File: src/rtl/dram_readout_addr_gen.sv
// Triggered DRAM readout address generator: one read per (sample, board, channel) from backed-off ring offsets, valid/ready held under stall.
// First request the cycle after the trigger edge; define RDGEN_RETRIGGER_EN to queue one trigger while busy instead of dropping it.
module dram_readout_addr_gen #(
  parameter int NUM_BOARDS         = 8,
  parameter int CHANNELS_PER_BOARD = 125,
  parameter int OFFSET_W           = 14,
  parameter int SAMPLES            = 1250,
  parameter int PRE_TRIG           = 0,
  parameter int ADDR_W             = 25,
  parameter int DATA_W             = 256
) (
  input  logic                           clk,
  input  logic                           rst,
  input  logic                           trig,
  input  logic [NUM_BOARDS*OFFSET_W-1:0] trig_offsets,
  output logic                           rd_valid,
  input  logic                           rd_ready,
  output logic [ADDR_W-1:0]              rd_addr,
  input  logic [DATA_W-1:0]              dram_rd_data,
  input  logic                           dram_rd_valid,
  output logic [DATA_W-1:0]              pc_data,
  output logic                           pc_valid,
  output logic                           busy,
  output logic                           done,
  output logic [15:0]                    drop_count
);

  localparam int BOARD_W = $clog2(NUM_BOARDS);
  localparam int CH_W    = $clog2(CHANNELS_PER_BOARD);
  localparam int TOTAL   = NUM_BOARDS * CHANNELS_PER_BOARD * SAMPLES;
  localparam int CNT_W   = $clog2(TOTAL + 1);
  localparam int SMP_W   = $clog2(SAMPLES + 1);

  typedef enum logic [1:0] {IDLE, ISSUE, DRAIN} state_t;

  state_t              state, state_nxt;
  logic [OFFSET_W-1:0] base [NUM_BOARDS];
  logic [OFFSET_W-1:0] snap [NUM_BOARDS];
  logic [SMP_W-1:0]    sample_idx;
  logic [BOARD_W-1:0]  board_idx;
  logic [CH_W-1:0]     ch_idx;
  logic [CNT_W-1:0]    ret_cnt, ret_cnt_nxt;
  logic [OFFSET_W-1:0] cur_off;
  logic                start, drop, done_nxt, handshake, last_tuple;
`ifdef RDGEN_RETRIGGER_EN
  logic                pending, use_pend, pend_set;
  logic [OFFSET_W-1:0] pend_base [NUM_BOARDS];
`endif

  assign rd_valid   = (state == ISSUE);
  assign busy       = (state != IDLE);
  assign handshake  = rd_valid & rd_ready;
  assign last_tuple = (sample_idx == SMP_W'(SAMPLES - 1)) &&
                      (board_idx  == BOARD_W'(NUM_BOARDS - 1)) &&
                      (ch_idx     == CH_W'(CHANNELS_PER_BOARD - 1));
  // Offset add wraps naturally, walking the ring buffer past its end.
  assign cur_off    = base[board_idx] + OFFSET_W'(sample_idx);
  assign rd_addr    = ADDR_W'({board_idx, ch_idx, cur_off});
  assign pc_data    = dram_rd_data;
  assign pc_valid   = dram_rd_valid;

  always_comb begin
    for (int b = 0; b < NUM_BOARDS; b++) begin
      snap[b] = trig_offsets[b*OFFSET_W +: OFFSET_W] - OFFSET_W'(PRE_TRIG);
    end
  end

  always_comb begin
    ret_cnt_nxt = ret_cnt;
    if (dram_rd_valid && (ret_cnt != CNT_W'(TOTAL))) begin
      ret_cnt_nxt = ret_cnt + CNT_W'(1);
    end
  end

  always_comb begin
    state_nxt = state;
    start     = 1'b0;
    drop      = 1'b0;
    done_nxt  = 1'b0;
`ifdef RDGEN_RETRIGGER_EN
    use_pend  = 1'b0;
    pend_set  = 1'b0;
`endif
    case (state)
      IDLE: begin
`ifdef RDGEN_RETRIGGER_EN
        // A queued trigger wins; a fresh trig in the same cycle has nowhere to go.
        if (pending) begin
          start    = 1'b1;
          use_pend = 1'b1;
          drop     = trig;
        end else begin
          start = trig;
        end
`else
        start = trig;
`endif
        if (start) state_nxt = ISSUE;
      end
      ISSUE: begin
        if (handshake && last_tuple) state_nxt = DRAIN;
      end
      DRAIN: begin
        if (ret_cnt_nxt == CNT_W'(TOTAL)) begin
          state_nxt = IDLE;
          done_nxt  = 1'b1;
        end
      end
      default: state_nxt = IDLE;
    endcase
    if ((state != IDLE) && trig) begin
`ifdef RDGEN_RETRIGGER_EN
      if (pending) drop = 1'b1;
      else         pend_set = 1'b1;
`else
      drop = 1'b1;
`endif
    end
  end

  always_ff @(posedge clk or negedge rst) begin
    if (!rst) begin
      state <= IDLE;
      done  <= 1'b0;
    end else begin
      state <= state_nxt;
      done  <= done_nxt;
    end
  end

  always_ff @(posedge clk or negedge rst) begin
    if (!rst) begin
      sample_idx <= '0;
      board_idx  <= '0;
      ch_idx     <= '0;
      ret_cnt    <= '0;
    end else begin
      ret_cnt <= start ? '0 : ret_cnt_nxt;
      if (start) begin
        sample_idx <= '0;
        board_idx  <= '0;
        ch_idx     <= '0;
      end else if (handshake && !last_tuple) begin
        if (ch_idx == CH_W'(CHANNELS_PER_BOARD - 1)) begin
          ch_idx <= '0;
          if (board_idx == BOARD_W'(NUM_BOARDS - 1)) begin
            board_idx  <= '0;
            sample_idx <= sample_idx + SMP_W'(1);
          end else begin
            board_idx <= board_idx + BOARD_W'(1);
          end
        end else begin
          ch_idx <= ch_idx + CH_W'(1);
        end
      end
    end
  end

  always_ff @(posedge clk or negedge rst) begin
    if (!rst) begin
      for (int b = 0; b < NUM_BOARDS; b++) base[b] <= '0;
    end else if (start) begin
      for (int b = 0; b < NUM_BOARDS; b++) begin
`ifdef RDGEN_RETRIGGER_EN
        base[b] <= use_pend ? pend_base[b] : snap[b];
`else
        base[b] <= snap[b];
`endif
      end
    end
  end

`ifdef RDGEN_RETRIGGER_EN
  always_ff @(posedge clk or negedge rst) begin
    if (!rst) begin
      pending <= 1'b0;
      for (int b = 0; b < NUM_BOARDS; b++) pend_base[b] <= '0;
    end else if (pend_set) begin
      pending <= 1'b1;
      for (int b = 0; b < NUM_BOARDS; b++) pend_base[b] <= snap[b];
    end else if (use_pend) begin
      pending <= 1'b0;
    end
  end
`endif

  always_ff @(posedge clk or negedge rst) begin
    if (!rst) begin
      drop_count <= '0;
    end else if (drop && (drop_count != 16'hFFFF)) begin
      drop_count <= drop_count + 16'd1;
    end
  end

endmodule

File: config.mk
export PLATFORM = sky130hd
export DESIGN_NAME = dram_readout_addr_gen
export DESIGN_NICKNAME = d
export VERILOG_FILES = /design/src/rtl/dram_readout_addr_gen.sv
export SDC_FILE = /design/constraint.sdc
export NUM_CORES = 1
export LEC_CHECK = 0
export BUFFER_PORTS_ARGS = -buffer_cell sky130_fd_sc_hd__buf_2
export CORE_AREA = 4 4 263 265
export CTS_CLUSTER_DIAMETER = 80
export DETAILED_ROUTE_END_ITERATION = 16
export DIE_AREA = 0 0 267 269
export SETUP_SLACK_MARGIN = 0.05
export SLEW_MARGIN = 25
export SYNTH_ARGS = -nofsm -noshare
export SYNTH_HDL_FRONTEND = slang
export SYNTH_SLANG_ARGS = --single-unit
File: constraint.sdc
create_clock -name clk -period 6 [get_ports clk]
set_input_delay 0.3 -clock clk [delete_from_list [all_inputs] [get_ports clk]]
set_output_delay 0.3 -clock clk [all_outputs]
set_load 0.1 [all_outputs]
==> results of run 1 <==
## kinds of logic after synthesis
| family | after synthesis | share of synthesized area [%] |
|---|---|---|
| AO/OA/AOI/OAI | 60 | 3.67 |
| XOR/XNOR | 56 | 4.55 |
| adder cells (fa/ha/maj) | 21 | 2.51 |
| buffers and inverters | 322 | 20.3 |
| flip-flops | 173 | 40.1 |
| multiplexers | 49 | 7.98 |
| other | 1 | 0.0348 |
| AND/OR/NAND/NOR | 522 | 20.8 |
## placed cells by master (no fill, tap or decap), drive strengths merged, types with 17 or more instances in the layout
cell,synthesis,layout
nand4,17,17
mux4,28,28
ha,20,20
nand3,23,23
xnor2,38,38
nand2,363,363
dlygate4sd3,0,19
a21oi,23,23
dfrtp,173,173
nor3,17,17
nor2,61,61
buf,264,167
xor2,18,18
inv,21,30
clkbuf,36,17
## cell type report
class | instances | area, um^2 | area share [%]
multi-input combinational | 709 | 4290 | 37.3
antenna | 2 | 5.00 | 0.0436
clock buffer | 17 | 425 | 3.70
tap | 873 | 1090 | 9.51
inverter | 22 | 82.6 | 0.719
sequential | 173 | 4330 | 37.7
timing repair buffer | 186 | 1050 | 9.14
clock inverter | 15 | 219 | 1.91
## registers in the layout (all words and copies together), names as in the netlist
name / cells
base: 112
board_idx: 3
ch_idx: 7
done: 1
drop_count: 16
ret_cnt: 21
sample_idx: 11
state: 2
## worst max-delay path: stages, from the launching register on
cell	delay, ns
dfrtp_2	0.80
buf_4	0.37
mux4_2	0.52
mux2_2	0.31
fa_1	0.43
a21o_1	0.17
a21oi_1	0.33
o21ba_2	0.19
o21ai_0	0.19
o21a_1	0.24
o21ai_0	0.22
xnor2_1	0.15
buf_2	0.44
## through the flow
step | worst slack (ns) | cells | total power [mW]
after floorplan | 0.170 | 1204 | 2.38
after global placement | 1.39 | 1944 | 1.72
after detailed placement | 1.37 | 1944 | 1.73
after CTS | 0.835 | 1995 | 2.98
after global routing | 0.575 | 1995 | 3.05
final | 0.884 | 1997 | 2.91
## final timing paths
kind / cells after the start / to
setup / recovery: 12 / rd_addr[12]
hold / removal: 3 / base[11]$_DFFE_PN0P_
setup reg to reg: 10 / sample_idx[10]$_DFFE_PN0P_
hold reg to reg: 2 / base[19]$_DFFE_PN0P_
max in group asynchronous: 3 / board_idx[0]$_DFFE_PN0P_
min in group asynchronous: 2 / drop_count[14]$_DFFE_PN0P_
## power groups by stage
stage / Clock (mW) / Sequential [mW] / Combinational [mW]
after floorplan: 0 / 1.45 / 0.933
after global placement: 0 / 1.30 / 0.421
after detailed placement: 0 / 1.30 / 0.426
after CTS: 1.26 / 1.28 / 0.437
after global routing: 1.30 / 1.29 / 0.463
final: 1.20 / 1.28 / 0.428
## what timing repair did
item,4_1_cts,5_1_grt
gates resized for setup,0,0
hold endpoints to repair,72,0
hold buffers,19,0
setup buffers,0,0
## per-layer routing
layer  share of wire (%)  routed length [um]
met1                  41               14800
met2                  43               15800
met3                  14                4930
met4                 1.7                 631
met5                0.57                 206
==> results.md, run 1 <==
* Fmax achieved at 195 MHz
* CTS root buf: clkbuf_16
* Most common library cells after synthesis: 363 x nand2_1, 258 x buf_4, 173 x dfrtp_1
* First-pass GRT wire length at 52.1 mm
* Status: completed
* Period utilization at 85.3%
* Tightest Pin Transition at approximately 0.95 ns
* Crit path DAT at around 4.8 ns
* Area after DPL at 10700 um^2
* Gr usage total at approximately a tenth
* Initial DRC count at around 400
* Buffer depth of the longest clock path at 2
* Met3 GRT Util at 6.36%
* Top post-synthesis cells by area: dfrtp_1 40%, buf_4 18%, nand2_1 13%
* Starting Density at 16.1%
* Core area at 66800 um^2
* Net Sw Frac at 34.1%
* Antenna violations before repair at 8
* Synthesized net count at 1598
* Clk sinks at approximately 170
* Row cnt at 95
* Number of buffers created by CTS at 17
* Number of enable flip-flop cells after synthesis at 0
* Clock transition at the registers of the reported paths at ~0.090 ns
* Largest net degree at the start of global routing at 92
* Final ANT Viol Nets at 0
* Pint at 1.92 mW
* Max-Cap Viols at 0
* Setup Skew at between 0.01 and 0.015 ns
* Synth Instances at around 1200
* Height of the die at around 270 um
* Yosys top cell area share at roughly 40%
* Vias at between 7000 and 8000
* Clock Power Share at roughly 41%
* Sequential power share at 44.0%
* Tmin final at 5.12 ns
* Reg2reg start: board_idx[1]$_DFFE_PN0P_
* Drt via density at 3.75
* Seq/Total Area, Yosys at around two fifths
* Setup tns final at 0 ns
* Asr flop ratio synth at 100%
* Hold Fails Final Rpt at 0
* Final instance area at about 11000 um^2
* Comb power frac at 14.7%
* Average size of a mapped cell at 8.96 um^2
* Layout cells sized above 1 at 23.5%
* NetSw at slightly below 1 mW
* Routed WL at 36.4 mm
* DRC violations left at 0
* Synthesis-to-layout area growth at 6.56%
* Main synth FF type: dfrtp_1
* Top Usage Layer GRT: met2
* Io pins at a little under 700
* Rel. slew slack at 36.6%
* Die width at 267 um
* Critical path startpoint: board_idx[0]$_DFFE_PN0P_
* Synth cell types at 59
* Startpoint types: flop
* Count leader, synth: nand2_1
* Grt met2 use at 14.4%
* Routed len/inst at 18.2 um
* DP Wirelength at 28.4 mm
* Hold Startpoint: trig_offsets[109]
* CTS tree: yes
* Fillers at 7478
* Final core occ at 17.2%
* Worst vdd ir at 161 uV
* Pwr Density at about 250 nW/um^2
* # port buffers at 160
* Vias in the first global route at 7640
* Area of the die at 71800 um^2
* Largest fanout on the critical path at 21
* DR pass1 iterations at 4
* Required time of the critical path at 5.70 ns
* Synth area leader: dfrtp_1
* Gpl congestion at 0.794
* Unrepaired setup endpoints after global routing: no
* Setup Viol. Count Final at 0
* Met1 usage at 12.1%
* Crit Path Class: reg -> out
* Crit. End Element: output pin
* Hold WS at 0.0383 ns
* Syn Std Cell Area at around 11000 um^2
* Leak Pwr at 5.59 nW
* Final Max Slew Viols at 0
* Synth Register Bits at 173
* Total gr overflow at 0
* Yosys warns at 0
* Fin nets at between 1500 and 2000
* Worst skew pair latency at ~0.45 ns
* Htree depth at 4
* HP Class: in -> reg
* FF-to-FF setup slack at 3.06 ns
(Power assumes the default switching activity.)
==> inputs of run 2 (changes only) <==
--- a/config.mk
+++ b/config.mk
@@ -5,11 +5,12 @@
 export SDC_FILE = /design/constraint.sdc
 export NUM_CORES = 1
 export LEC_CHECK = 0
+export ABC_AREA = 1
 export BUFFER_PORTS_ARGS = -buffer_cell sky130_fd_sc_hd__buf_2
-export CORE_AREA = 4 4 263 265
+export CORE_AREA = 4 4 259 261
 export CTS_CLUSTER_DIAMETER = 80
 export DETAILED_ROUTE_END_ITERATION = 16
-export DIE_AREA = 0 0 267 269
+export DIE_AREA = 0 0 263 265
 export SETUP_SLACK_MARGIN = 0.05
 export SLEW_MARGIN = 25
 export SYNTH_ARGS = -nofsm -noshare
==> results.md, run 2 <==
* Status: completed
* Area after DPL at about 11000 um^2
* Fin nets at 1772
* Final Max Slew Viols at 0
* Pwr Density at 662 nW/um^2
* Crit path DAT at 4.06 ns
* Seq/Total Area, Yosys at approximately two fifths
* HP Class: in -> reg
* Max reg flops at 112
* Clock transition at the registers of the reported paths at 0.08 ns
* Htree depth at 4
* Pint at 3.05 mW
* Largest regs: base: 112 flops, ret_cnt: 21 flops, drop_count: 16 flops
* Synth Register Bits at around 170
* Core area at around 64000 um^2
* DRC violations left at 0
* # port buffers at 160
* Final instance area at 11900 um^2
* Crit Path Class: reg -> out
* DP Wirelength at slightly below 30 mm
* Unrepaired setup endpoints after global routing: no
* DR pass1 iterations at 5
* Top post-synthesis cells by area: dfrtp_1 39%, buf_4 17%, nand2_1 15%
* Leak Pwr at 5.84 nW
* Fmax achieved at 229 MHz
* Average size of a mapped cell at 7.62 um^2
* Clk sinks at 173
* Worst vdd ir at 1840 uV
* Setup tns final at 0 ns
* Initial DRC count at 555
* Routed WL at about 38 mm
* Setup Fix Bufs, Post-CTS at 0
* Antenna violations before repair at 0
* Most common library cells after synthesis: 439 x nand2_1, 258 x buf_4, 173 x dfrtp_1
* Yosys top cell area share at 39.0%
* Vias at 8909
* Area of the die at 69700 um^2
* Critical path's largest stage delay at 0.67 ns
* NetSw at 4.84 mW
* Setup Skew at 0.0159 ns
* Final ANT Viol Nets at 0
* Rel. slew slack at 39.1%
* Crit. End Element: output pin
* Slowest stage cell, crit path: inv_1
* Row cnt at 93
* Comb power frac at between 60% and 70%
* Clock Power Share at 14.5%
* CTS tree: yes
* Asr flop ratio synth at 100%
* Drt via density at 3.97
* Synthesized net count at 1852
* Max-Cap Viols at 0
* Number of buffers created by CTS at 17
* Synth area leader: dfrtp_1
* Largest fanout on the critical path at 29
* Most frequent cells in the layout: 439 x nand2_1, 172 x dfrtp_1, 163 x nor2_1, 159 x buf_2, 70 x o21ai_0
* Largest net degree at the start of global routing at 75
* Total gr overflow at 0
* Count leader, synth: nand2_1
* WP buf/inv at 2
* Routed len/inst at 17.0 um
* CP delay by family, top: compound AO/OA/AOI/OAI gates
* Required time of the critical path at ~5.7 ns
* Tmin final at 4.36 ns
* Height of the die at 265 um
* Startpoint types: flop
* Io pins at just under 700
* Worst skew pair latency at 0.48 ns
* Yosys warns at 0
* Ant. Diodes at 0
* Vias in the first global route at 8933
* Main synth FF type: dfrtp_1
* Synth cell types at 42
* Critical path cell sequence: inv_1 > o21ai_0 > o22ai_1 > nor2_1 > a31oi_1 > ha_1 > a21oi_1 > nand2_1 > a21oi_1 > o21ai_0 > nand3_1 > nand2_1 > nand3_1 > xor2_1 > buf_2
* Sequential power share at 23.6%
* Period utilization at 72.6%
* Gpl congestion at approximately 0.86
* Layout cells sized above 1 at 16.8%
* Tightest Pin Transition at 0.913 ns
* Net Sw Frac at 61.4%
* Hold Startpoint: trig_offsets[14]
* First-pass GRT wire length at 56.0 mm
* Hold Fails Final Rpt at 0
* Number of enable flip-flop cells after synthesis at 0
* Buffer depth of the longest clock path at 2
* Commonest non-fill, non-tap cell in the layout: nand2_1
* Reg2reg start: state[1]$_DFFE_PN0P_
* CTS root buf: clkbuf_16
* Syn Std Cell Area at 11100 um^2
* Die width at between 200 and 300 um
* Gr usage total at 10.6%
* Biggest register: base
* Critical path startpoint: board_idx[1]$_DFFE_PN0P_
* Synthesis-to-layout area growth at 7.33%
* Synth Instances at around 1500
* Starting Density at 17.2%
* Setup Viol. Count Final at 0
-- run 2: kinds of logic after synthesis --
logic type      Yosys count  synth area share [%]
compound gates          127                  6.25
fa+ha+maj                21                  2.43
other cells               1                0.0338
flops                   173                  39.0
simple gates            706                  26.5
xor+xnor                 51                  4.16
buf+inv                 379                  21.7
-- run 2: per-layer routing --
layer  global-route usage (%)  vias to the layer above  part of all wire, %
met5                     1.15                        -                0.089
met4                     4.55                        2                  3.4
met3                     5.48                      103                   11
met2                     15.6                      542                   43
met1                     12.9                     4097                   42
li1                         -                     4165                    -
-- run 2: timing repair --
action	CTS	global route
hold endpoints to repair	113	0
gates resized for setup	0	0
hold buffers	42	0
-- run 2: power groups by stage --
stage	registers (mW)	clock network, mW	logic [mW]
floorplan	2.06	0	4.17
global placement	1.89	0	4.89
detailed placement	1.88	0	4.91
CTS	1.86	1.18	4.95
global route	1.90	1.22	5.30
finish	1.86	1.14	4.89
-- run 2: tightest hold or removal path, cell delays in order --
cell     delay (ns)
buf_2          0.08
nand2_1        0.05
nand2_1        0.06
-- run 2: area by class of cell --
type | count | area, um^2
tap | 855 | 1070
clock inverter | 14 | 169
inverter | 71 | 269
clock buffer | 18 | 429
timing repair buffer | 209 | 1280
multi-input combinational | 906 | 4380
sequential | 173 | 4330
fill | 7363 | 52500
-- run 2: stage by stage --
stage,setup WS (ns),hold WS [ns],util (%),power (mW),std cells
floorplan,1.26,0.00441,-,6.23,1458
global placement,2.26,0.396,16.9,6.78,2172
detailed placement,2.20,0.397,16.9,6.79,2172
CTS,1.63,0.0000684,18.5,8.00,2246
global route,1.21,0.0235,18.5,8.42,2246
finish,1.64,0.0350,18.5,7.89,2246
-- run 2: path summary, 6_finish.rpt --
kind,cells after the start,slack (ns),endpoint
max in group asynchronous,3,4.34,sample_idx[9]$_DFFE_PN0P_
min,3,0.03,base[84]$_DFFE_PN0P_
max,15,1.64,rd_addr[13]
min reg2reg,2,0.47,base[92]$_DFFE_PN0P_
max reg2reg,8,2.77,sample_idx[6]$_DFFE_PN0P_
min in group asynchronous,2,0.42,base[5]$_DFFE_PN0P_
==> inputs of run 3 (changes only) <==
==> constraint.sdc (replaced) <==
create_clock -name clk -period 4.1 [get_ports clk]
set_input_delay 0.205 -clock clk [delete_from_list [all_inputs] [get_ports clk]]
set_output_delay 0.205 -clock clk [all_outputs]
set_load 0.1 [all_outputs]
==> results.md, run 3 (synthesized netlist as in run 2, its figures left out) <==
* Pwr Density at 1020 nW/um^2
* Setup Skew at 0.0176 ns
* Htree depth at 4
* Required time of the critical path at 3.89 ns
* Net Sw Frac at 56.2%
* Sequential power share at 20.7%
* Height of the die at 265 um
* Final ANT Viol Nets at 0
* DRC violations left at 0
* Largest regs: base: 112 flops, ret_cnt: 21 flops, drop_count: 16 flops
* Number of buffers created by CTS at 17
* Setup Viol. Count Final at 0
* CTS tree: yes
* Area of the die at around 70000 um^2
* Commonest non-fill, non-tap cell in the layout: nand2_1
* Hold Fails Final Rpt at 0
* Tightest Pin Transition at 0.927 ns
* Worst vdd ir at 2900 uV
* Gpl congestion at 0.869
* Layout cells sized above 1 at between 15 and 20%
* Period utilization at 93.5%
* Crit Path Class: reg -> out
* Setup Fix Bufs, Post-CTS at 0
* Final instance area at 12900 um^2
* Die width at approximately 260 um
* Tmin final at roughly 3.8 ns
* Pint at 5.77 mW
* Antenna violations before repair at 0
* Rel. slew slack at a little under two fifths
* HP Class: in -> reg
* Leak Pwr at a little over 6 nW
* Synthesis-to-layout area growth at 15.8%
* CTS root buf: clkbuf_16
* Vias at 9102
* Crit path DAT at between 3 and 4 ns
* Most frequent cells in the layout: 439 x nand2_1, 172 x dfrtp_1, 162 x nor2_1, 146 x buf_2, 104 x dlygate4sd3_1
* Critical path cell sequence: inv_1 > buf_4 > o21ai_0 > o22ai_1 > nor2_1 > a31oi_1 > ha_1 > a21oi_1 > nand2_1 > a21oi_1 > o21ai_2 > nand3_1 > nand2_1 > nand3_1 > xor2_2 > buf_12
* First-pass GRT wire length at between 50 and 60 mm
* Area after DPL at 11200 um^2
* Routed len/inst at 16.7 um
* Fin nets at between 1500 and 2000
* Largest net degree at the start of global routing at 140
* Total gr overflow at 0
* Clock Power Share at 12.5%
* Routed WL at a little under 40 mm
* # port buffers at 160
* Io pins at 674
* Slowest stage cell, crit path: dfrtp_1
* Fmax achieved at 261 MHz
* NetSw at 7.41 mW
* Critical path's largest stage delay at around 0.38 ns
* Startpoint types: flop
* Max-Cap Viols at 0
* CP delay by family, top: compound AO/OA/AOI/OAI gates
* WP buf/inv at 3
* Initial DRC count at ~500
* Largest fanout on the critical path at 19
* Starting Density at approximately 17%
* Ant. Diodes at 0
* Vias in the first global route at 9248
* Status: completed
* Worst skew pair latency at 0.47 ns
* Final Max Slew Viols at 0
* DR pass1 iterations at 5
* Row cnt at 93
* Drt via density at ~4
* Fillers at 7267
* Unrepaired setup endpoints after global routing: no
* Setup tns final at 0 ns
* Max reg flops at 112
* Clock transition at the registers of the reported paths at 0.08 ns
* Gr usage total at 10.8%
* Core area at 64500 um^2
* Crit. End Element: output pin
* Buffer depth of the longest clock path at 2
* Biggest register: base
* DP Wirelength at around 29 mm
* Comb power frac at approximately two thirds
* Clk sinks at roughly 170
[run 3: through the flow]
stage	hold WS (ns)	setup slack, ns	cells	total power, mW	util (%)
2_1_floorplan	-0.0906	-0.188	1458	9.21	-
3_3_place_gp	0.408	0.699	2174	11.5	17.4
3_5_place_dp	0.409	0.618	2174	11.5	17.4
4_1_cts	0.000200	0.0665	2310	13.3	19.9
5_1_grt	0.0116	0.0564	2310	14.0	20.0
6_report	0.0102	0.268	2310	13.2	20.0
[run 3: cell type report]
| type | count | area (um^2) | area share, % |
|---|---|---|---|
| Multi-Input combinational cell | 906 | 4440 | 34.5 |
| Sequential cell | 173 | 4330 | 33.7 |
| Timing Repair Buffer | 273 | 2150 | 16.7 |
| Tap cell | 855 | 1070 | 8.31 |
| Clock buffer | 17 | 425 | 3.31 |
| Inverter | 71 | 275 | 2.14 |
| Clock inverter | 15 | 175 | 1.36 |
[run 3: path summary, 6_finish.rpt]
kind | start | to | slack [ns] | depth (start not counted)
max reg2reg | board_idx[1]$_DFFE_PN0P_ | sample_idx[5]$_DFFE_PN0P_ | 1.43 | 10
min in group asynchronous | rst | base[6]$_DFFE_PN0P_ | 0.44 | 2
min | trig_offsets[35] | base[77]$_DFFE_PN0P_ | 0.01 | 3
min reg2reg | base[26]$_DFFE_PN0P_ | base[26]$_DFFE_PN0P_ | 0.47 | 2
max | board_idx[1]$_DFFE_PN0P_ | rd_addr[13] | 0.27 | 16
max in group asynchronous | rst | base[73]$_DFFE_PN0P_ | 2.79 | 3
[run 3: timing repair]
action | CTS | global route
endpoints found under the hold margin | 213 | 0
gates resized for setup | 0 | 9
setup endpoints to repair | 0 | 4
hold buffers | 104 | 0
[run 3: routing by layer]
layer | global-route usage, % | vias up | share of wire (%)
li1 | - | 4292 | -
met1 | 13.3 | 4232 | 43
met2 | 16.1 | 476 | 43
met3 | 5.23 | 96 | 9.9
met4 | 4.51 | 6 | 3.4
met5 | 1.82 | - | 0.39
[run 3: power groups by stage]
stage	Clock, mW	Sequential, mW	Combinational [mW]
floorplan	0	3.02	6.19
global placement	0	2.77	8.76
detailed placement	0	2.75	8.77
CTS	1.70	2.73	8.89
global route	1.77	2.80	9.40
finish	1.65	2.73	8.81
[run 3: tightest hold or removal path, stage by stage]
cell     delay, ns
buf_2         0.11
nand2_1       0.06
nand2_1       0.06
